===== src/rtl/stream_arbiter_pkg.sv =====
// Shared definitions for the round-robin stream arbiter: FSM state encoding.
package stream_arbiter_pkg;

  typedef enum logic [1:0] {
    ST_IDLE = 2'd0,
    ST_SEND = 2'd1,
    ST_ACK  = 2'd2,
    ST_DONE = 2'd3
  } state_t;

endpackage


===== src/rtl/stream_arbiter_if.sv =====
// Bundle of upstream request/acknowledge lines and the single downstream port.
// The arbiter uses the master view; the surrounding sources/sink use slave.
interface stream_arbiter_if #(
  parameter int Np = 4,
  parameter int Nd = 8
) ();

  logic [Np*Nd-1:0] in_data;
  logic [Np-1:0]    in_valid;
  logic [Np-1:0]    in_busy;
  logic [Np-1:0]    grant;
  logic [Nd-1:0]    out_data;
  logic             out_valid;
  logic             out_busy;

  modport master (
    input  in_data, in_valid, out_busy,
    output in_busy, grant, out_data, out_valid
  );

  modport slave (
    output in_data, in_valid, out_busy,
    input  in_busy, grant, out_data, out_valid
  );

endinterface


===== src/rtl/stream_arbiter_pick.sv =====
// rr_pick: combinational rotating-priority picker. Returns the first set
// request bit found scanning upward from ptr, wrapping modulo Np.
module rr_pick #(
  parameter int Np = 4
) (
  input  logic [Np-1:0]         req,
  input  logic [$clog2(Np)-1:0] ptr,
  output logic                  any,
  output logic [$clog2(Np)-1:0] idx
);

  localparam int IW = $clog2(Np);

  // Scan from the farthest offset down so the nearest request to ptr wins last.
  always_comb begin
    any = 1'b0;
    idx = '0;
    for (int k = Np - 1; k >= 0; k--) begin
      int c;
      c = int'(ptr) + k;
      if (c >= Np) c = c - Np;
      if (req[IW'(c)]) begin
        any = 1'b1;
        idx = IW'(c);
      end
    end
  end

endmodule


===== src/rtl/stream_arbiter.sv =====
// stream_arbiter: round-robin arbiter forwarding one latched word per grant
// from Np four-phase upstream sources to a single four-phase sink. Every
// transfer returns both handshakes to idle before the next grant.
module stream_arbiter
  import stream_arbiter_pkg::*;
#(
  parameter int Np = 4,
  parameter int Nd = 8
) (
  input  logic             clk,
  input  logic             rst_n,
  stream_arbiter_if.master bus
);

  localparam int            IW      = $clog2(Np);
  localparam logic [Np-1:0] ONE_HOT = {{(Np-1){1'b0}}, 1'b1};

  state_t          r_state,     w_state_nx;
  logic [IW-1:0]   r_ptr,       w_ptr_nx;
  logic [IW-1:0]   r_g,         w_g_nx;
  logic [Np-1:0]   r_grant,     w_grant_nx;
  logic [Np-1:0]   r_in_busy,   w_in_busy_nx;
  logic            r_out_valid, w_out_valid_nx;
  logic [Nd-1:0]   r_out_data,  w_out_data_nx;

  logic            w_any;
  logic [IW-1:0]   w_idx;

  // Pointer to the requester after g, wrapping explicitly for any Np.
  function automatic logic [IW-1:0] ptr_after(input logic [IW-1:0] g);
    if (g == IW'(Np - 1)) return '0;
    else                  return g + 1'b1;
  endfunction

  rr_pick #(.Np(Np)) u_pick (
    .req (bus.in_valid),
    .ptr (r_ptr),
    .any (w_any),
    .idx (w_idx)
  );

  // Next-state and next-output decode; every output is a register, so inputs
  // only ever reach the pins through this block and the state flops.
  always_comb begin
    w_state_nx     = r_state;
    w_ptr_nx       = r_ptr;
    w_g_nx         = r_g;
    w_grant_nx     = r_grant;
    w_in_busy_nx   = r_in_busy;
    w_out_valid_nx = r_out_valid;
    w_out_data_nx  = r_out_data;
    case (r_state)
      ST_IDLE: begin
        // A sink still showing busy has not finished its previous handshake.
        if (w_any && !bus.out_busy) begin
          w_g_nx         = w_idx;
          w_out_data_nx  = bus.in_data[w_idx*Nd +: Nd];
          w_grant_nx     = ONE_HOT << w_idx;
          w_out_valid_nx = 1'b1;
          w_state_nx     = ST_SEND;
        end
      end
      ST_SEND: begin
        if (bus.out_busy) begin
          w_out_valid_nx = 1'b0;
          w_in_busy_nx   = r_grant;
          w_state_nx     = ST_ACK;
        end
      end
      ST_ACK: begin
        if (!bus.in_valid[r_g] && !bus.out_busy) begin
          w_in_busy_nx = '0;
          w_grant_nx   = '0;
          w_ptr_nx     = ptr_after(r_g);
          w_state_nx   = ST_DONE;
        end
      end
      ST_DONE: begin
        // Gives the last owner one cycle to observe in_busy low.
        w_state_nx = ST_IDLE;
      end
      default: begin
        w_state_nx = ST_IDLE;
      end
    endcase
  end

  // State, pointer and output registers; reset drops everything immediately.
  always_ff @(posedge clk or negedge rst_n) begin
    if (!rst_n) begin
      r_state     <= ST_IDLE;
      r_ptr       <= '0;
      r_g         <= '0;
      r_grant     <= '0;
      r_in_busy   <= '0;
      r_out_valid <= 1'b0;
      r_out_data  <= '0;
    end else begin
      r_state     <= w_state_nx;
      r_ptr       <= w_ptr_nx;
      r_g         <= w_g_nx;
      r_grant     <= w_grant_nx;
      r_in_busy   <= w_in_busy_nx;
      r_out_valid <= w_out_valid_nx;
      r_out_data  <= w_out_data_nx;
    end
  end

  assign bus.in_busy   = r_in_busy;
  assign bus.grant     = r_grant;
  assign bus.out_valid = r_out_valid;
  assign bus.out_data  = r_out_data;

endmodule

===== src/flat_wrapper.sv =====
// flat-port wrapper written by rule: the top's interface ports become plain ports
module stream_arbiter_flat import stream_arbiter_pkg::*;
#(
  parameter int Np = 4,
  parameter int Nd = 8
)
  (clk, rst_n, bus_in_data, bus_in_valid, bus_out_busy, bus_in_busy, bus_grant, bus_out_data, bus_out_valid);
  stream_arbiter_if #(.Np(Np), .Nd(Nd)) bus_i ();
  input  logic clk;
  input  logic rst_n;
  input wire logic [$bits(bus_i.in_data)-1:0] bus_in_data;
  input wire logic [$bits(bus_i.in_valid)-1:0] bus_in_valid;
  input wire logic [$bits(bus_i.out_busy)-1:0] bus_out_busy;
  output wire logic [$bits(bus_i.in_busy)-1:0] bus_in_busy;
  output wire logic [$bits(bus_i.grant)-1:0] bus_grant;
  output wire logic [$bits(bus_i.out_data)-1:0] bus_out_data;
  output wire logic [$bits(bus_i.out_valid)-1:0] bus_out_valid;
  assign bus_i.in_data = bus_in_data;
  assign bus_i.in_valid = bus_in_valid;
  assign bus_i.out_busy = bus_out_busy;
  assign bus_in_busy = bus_i.in_busy;
  assign bus_grant = bus_i.grant;
  assign bus_out_data = bus_i.out_data;
  assign bus_out_valid = bus_i.out_valid;
  stream_arbiter #(.Np(Np), .Nd(Nd)) u_core (.clk(clk), .rst_n(rst_n), .bus(bus_i));
endmodule

===== config.mk =====
export PLATFORM = sky130hd
export DESIGN_NAME = stream_arbiter_flat
export DESIGN_NICKNAME = d
export VERILOG_FILES = /design/src/rtl/stream_arbiter_pkg.sv /design/src/rtl/stream_arbiter_if.sv /design/src/rtl/stream_arbiter_pick.sv /design/src/rtl/stream_arbiter.sv /design/src/flat_wrapper.sv
export SDC_FILE = /design/constraint.sdc
export NUM_CORES = 1
export LEC_CHECK = 0
export CAP_MARGIN = 5
export CORE_ASPECT_RATIO = 1.75
export CORE_MARGIN = 5
export CORE_UTILIZATION = 47
export CTS_BUF_LIST = sky130_fd_sc_hd__clkbuf_16
export DETAILED_ROUTE_END_ITERATION = 6
export PLACE_DENSITY = 0.85
export SKIP_LAST_GASP = 1
export SLEW_MARGIN = 40
export SYNTH_ARGS = -nofsm -noshare
export SYNTH_HDL_FRONTEND = slang
export SYNTH_SLANG_ARGS = --single-unit

===== constraint.sdc =====
create_clock -name clk -period 3.7 [get_ports clk]
set_clock_uncertainty 0.05 [all_clocks]
set_input_delay 0.74 -clock clk [delete_from_list [all_inputs] [get_ports clk]]
set_output_delay 0.74 -clock clk [all_outputs]
set_load 0.05 [all_outputs]

==> impl_metrics.env <==
export IMPL_postRouteAntennaNets=0
export IMPL_cts_root_buf="sky130_fd_sc_hd__clkbuf_16"
export IMPL_grt_pass1_vias=1391
export IMPL_fmax_mhz=367
export IMPL_drtIter0Drc=36
export IMPL_p_total_uw=1700
export IMPL_gp_congestion=0.929
export IMPL_grt_start_max_net_pins=24
export IMPL_timing_critical_path_to_type="flop"
export IMPL_grt_util_all_layers_pct=19.6
export IMPL_netlist_area_leader_share_pct=40.4
export IMPL_clk_insertion_delay_late_ns=0.25
export IMPL_die_x_um=51.6
export IMPL_status="complete, no violations"
export IMPL_nNetsFinal=238
export IMPL_path_class="in -> reg"
export IMPL_maxSlewViolCount=0
export IMPL_number_of_enable_type_register_cells_in_the_synthesized_netlist=0
export IMPL_clock_sink_count=23
export IMPL_totalNegativeSetupSlack_ns=0
export IMPL_cts_resized=0
export IMPL_mappedNetlistNets=183
export IMPL_yosysSeqAreaShare_pct=40.4
export IMPL_clkTransAtPathRegs_ns=0.06
export IMPL_yosysWarnings=0
export IMPL_post_synth_top_count_cell="sky130_fd_sc_hd__dfrtp_1"
export IMPL_finalNonFillerCells=221
export IMPL_drt_pass1_iterations=4
export IMPL_worst_path_max_fanout=11
export IMPL_total_die_area_um2=4280
export IMPL_final_hold_violation_count=0
export IMPL_route_vias_total=1333
export IMPL_cp_slowest_cell="sky130_fd_sc_hd__clkdlybuf4s50_1"
export IMPL_synthesis_instances=139
export IMPL_worst_endpoint_arrival_ns=2.82
export IMPL_number_of_antenna_violations_at_the_first_check_in_global_routing=0
export IMPL_drive_above_1_share_pct=10.4
export IMPL_areaGrowthSynthToFinish_pct=44.4
export IMPL_setup_repair_after_global_routing_missed_its_margin="no"
export IMPL_max_slew_margin_rel_pct=63.3
export IMPL_crit_share_post_route_pct=73.6
export IMPL_cts_tree="yes"
export IMPL_worstHoldPathType="in -> async"
export IMPL_post_cts_setup_buffers=0
export IMPL_portBuffers=55
export IMPL_vdd_ir_drop_max_mv=0.433
export IMPL_critical_path_max_stage_delay_ns=0.54
export IMPL_start_util_pct=48.7
export IMPL_worstSetupStartpointType="primary input"
export IMPL_max_cap_violations=0
export IMPL_power_per_cell_area_nw_per_um2=827
export IMPL_die_height_um=82.8
export IMPL_drc_errors=0
export IMPL_cts_hold_buffers_added=0
export IMPL_crit_chain="clkdlybuf4s50_1 -> nor3b_1 -> a21oi_4 -> nand2_2 -> mux2_2 -> o221a_2"
export IMPL_finalSetupViolations=0
export IMPL_antenna_cells_inserted=0
export IMPL_power_leakage_uw=0.000881
export IMPL_synth_top_cell_by_area="sky130_fd_sc_hd__dfrtp_1"
export IMPL_wire_length_of_the_first_global_routing_pass_mm=6.56
export IMPL_num_rows=26
export IMPL_route_final_wire_length_mm=4.04
export IMPL_synth_area_um2=1430
export IMPL_tightest_slew_ns=0.551
export IMPL_cp_required_ns=3.79
export IMPL_place_inst=217
export IMPL_avgViaCountPerCell=6.03
export IMPL_cts_buffer_depth=2
export IMPL_syn_avg_cell_area_um2=10.3
export IMPL_place_hpwl_mm=3.16
export IMPL_post_synth_top_cells="sky130_fd_sc_hd__dfrtp_1 (23), sky130_fd_sc_hd__nand3_1 (14), sky130_fd_sc_hd__nand2_1 (12)"
export IMPL_asyncSetResetFlopFracSynth_pct=100
export IMPL_cts_htree_levels=1
export IMPL_fp_coreArea_um2=2930
export IMPL_synth_area_leaders="sky130_fd_sc_hd__dfrtp_1 (40%), sky130_fd_sc_hd__mux2_4 (6.3%), sky130_fd_sc_hd__mux2i_1 (4.9%)"
export IMPL_io_pin_count=56
export IMPL_layout_filler_cells=225
export IMPL_cts_buffers_inserted=3
export IMPL_finalWorstPathRequiredPeriod_ns=2.72
export IMPL_wire_per_inst_um=18.3
export IMPL_synth_main_ff_cell="sky130_fd_sc_hd__dfrtp_1"
export IMPL_postSynthRegisterBits=23
export IMPL_overflow=0
export IMPL_synth_cell_type_count=36
critical path: cells and delay by family:
kind                   cells  cell delay, ns
buffers and inverters      1            0.54
AOI/OAI and AO/OA          2            0.35
muxes                      1            0.38
and+or+nand+nor            2            0.80
routing by layer:
| layer | GRT usage (%) | wire, um |
|---|---|---|
| met4 | 8.59 | 149 |
| met2 | 35.4 | 2230 |
| met5 | 0 | 0 |
| met1 | 21.7 | 1460 |
| met3 | 2.87 | 207 |
cell families (layout without fill, tap and decap cells):
logic type               count (synthesis)  count (layout)  synth area share (%)
AO/OA/AOI/OAI                           38              38                  20.5
adder cells (fa/ha/maj)                  5               5                  4.39
buffers and inverters                   12              66                  3.95
flip-flops                              23              23                  40.4
multiplexers                            18              18                  16.0
AND/OR/NAND/NOR                         43              43                  14.8
state kept, by name, indices dropped and copies added (netlist names):
signal and flops:
u_core.bus.out_data 8, u_core.bus.grant 4, u_core.r_ptr 2, u_core.r_g 2, u_core.bus.in_busy 4, u_core.bus.out_valid 1
u_core.r_state 2
worst paths after layout:
kind	from	to	slack [ns]	depth (start not counted)
max reg2reg	u_core.r_state[1]	u_core.bus.out_data[0]	1.55	6
max in group asynchronous	rst_n	u_core.bus.in_busy[2]	2.84	1
min reg2reg	u_core.bus.grant[1]	u_core.bus.grant[1]	0.46	2
max	bus_in_valid[0]	u_core.bus.out_data[7]	0.98	6
min	rst_n	u_core.bus.in_busy[3]	0.41	1
min in group clk	u_core.bus.grant[1]	u_core.bus.grant[1]	0.46	2
where the power goes:
group / total (uW) / leakage [uW] / internal [uW] / switching, uW
Clock: 227 / 0.0000423 / 144 / 83.1
Combinational: 1020 / 0.000559 / 407 / 609
Sequential: 459 / 0.000280 / 369 / 90.1
layout by cell type (no fill, tap or decap), types with 2 or more instances in the layout:
cell,n
sky130_fd_sc_hd__nor2_1,7
sky130_fd_sc_hd__a21oi_1,2
sky130_fd_sc_hd__a32o_1,2
sky130_fd_sc_hd__a21o_1,2
sky130_fd_sc_hd__o21ai_0,11
sky130_fd_sc_hd__dfrtp_1,23
sky130_fd_sc_hd__o221a_1,6
sky130_fd_sc_hd__nand2_1,12
sky130_fd_sc_hd__nor3b_1,2
sky130_fd_sc_hd__inv_1,7
sky130_fd_sc_hd__o22ai_1,4
sky130_fd_sc_hd__clkdlybuf4s50_1,54
sky130_fd_sc_hd__ha_1,5
sky130_fd_sc_hd__nor2b_1,2
sky130_fd_sc_hd__a211oi_1,2
sky130_fd_sc_hd__mux2_4,6
sky130_fd_sc_hd__mux2i_1,7
sky130_fd_sc_hd__o31ai_1,2
sky130_fd_sc_hd__mux2_2,3
sky130_fd_sc_hd__o21bai_1,2
sky130_fd_sc_hd__clkbuf_16,3
sky130_fd_sc_hd__and3_1,2
sky130_fd_sc_hd__nand3_1,14
per-stage QoR:
stage | area (um^2) | setup WS (ns) | util [%] | hold WS, ns
2_1_floorplan | 1430 | 1.61 | - | 0.394
3_3_place_gp | 1980 | 0.805 | 67.8 | 0.442
3_5_place_dp | 1980 | 0.710 | 67.6 | 0.447
4_1_cts | 2060 | 0.988 | 70.3 | 0.431
5_1_grt | 2060 | 0.888 | 70.3 | 0.457
6_report | 2060 | 0.976 | 70.3 | 0.414
area by class of cell:
class	count	area [um^2]	area share, %
Tap cell	28	35.0	1.70
Sequential cell	23	576	28.0
Clock buffer	3	75.1	3.65
Inverter	6	22.5	1.09
Clock inverter	1	3.75	0.182
Timing Repair Buffer	56	553	26.9
Multi-Input combinational cell	104	793	38.5
(Power assumes the default switching activity.)
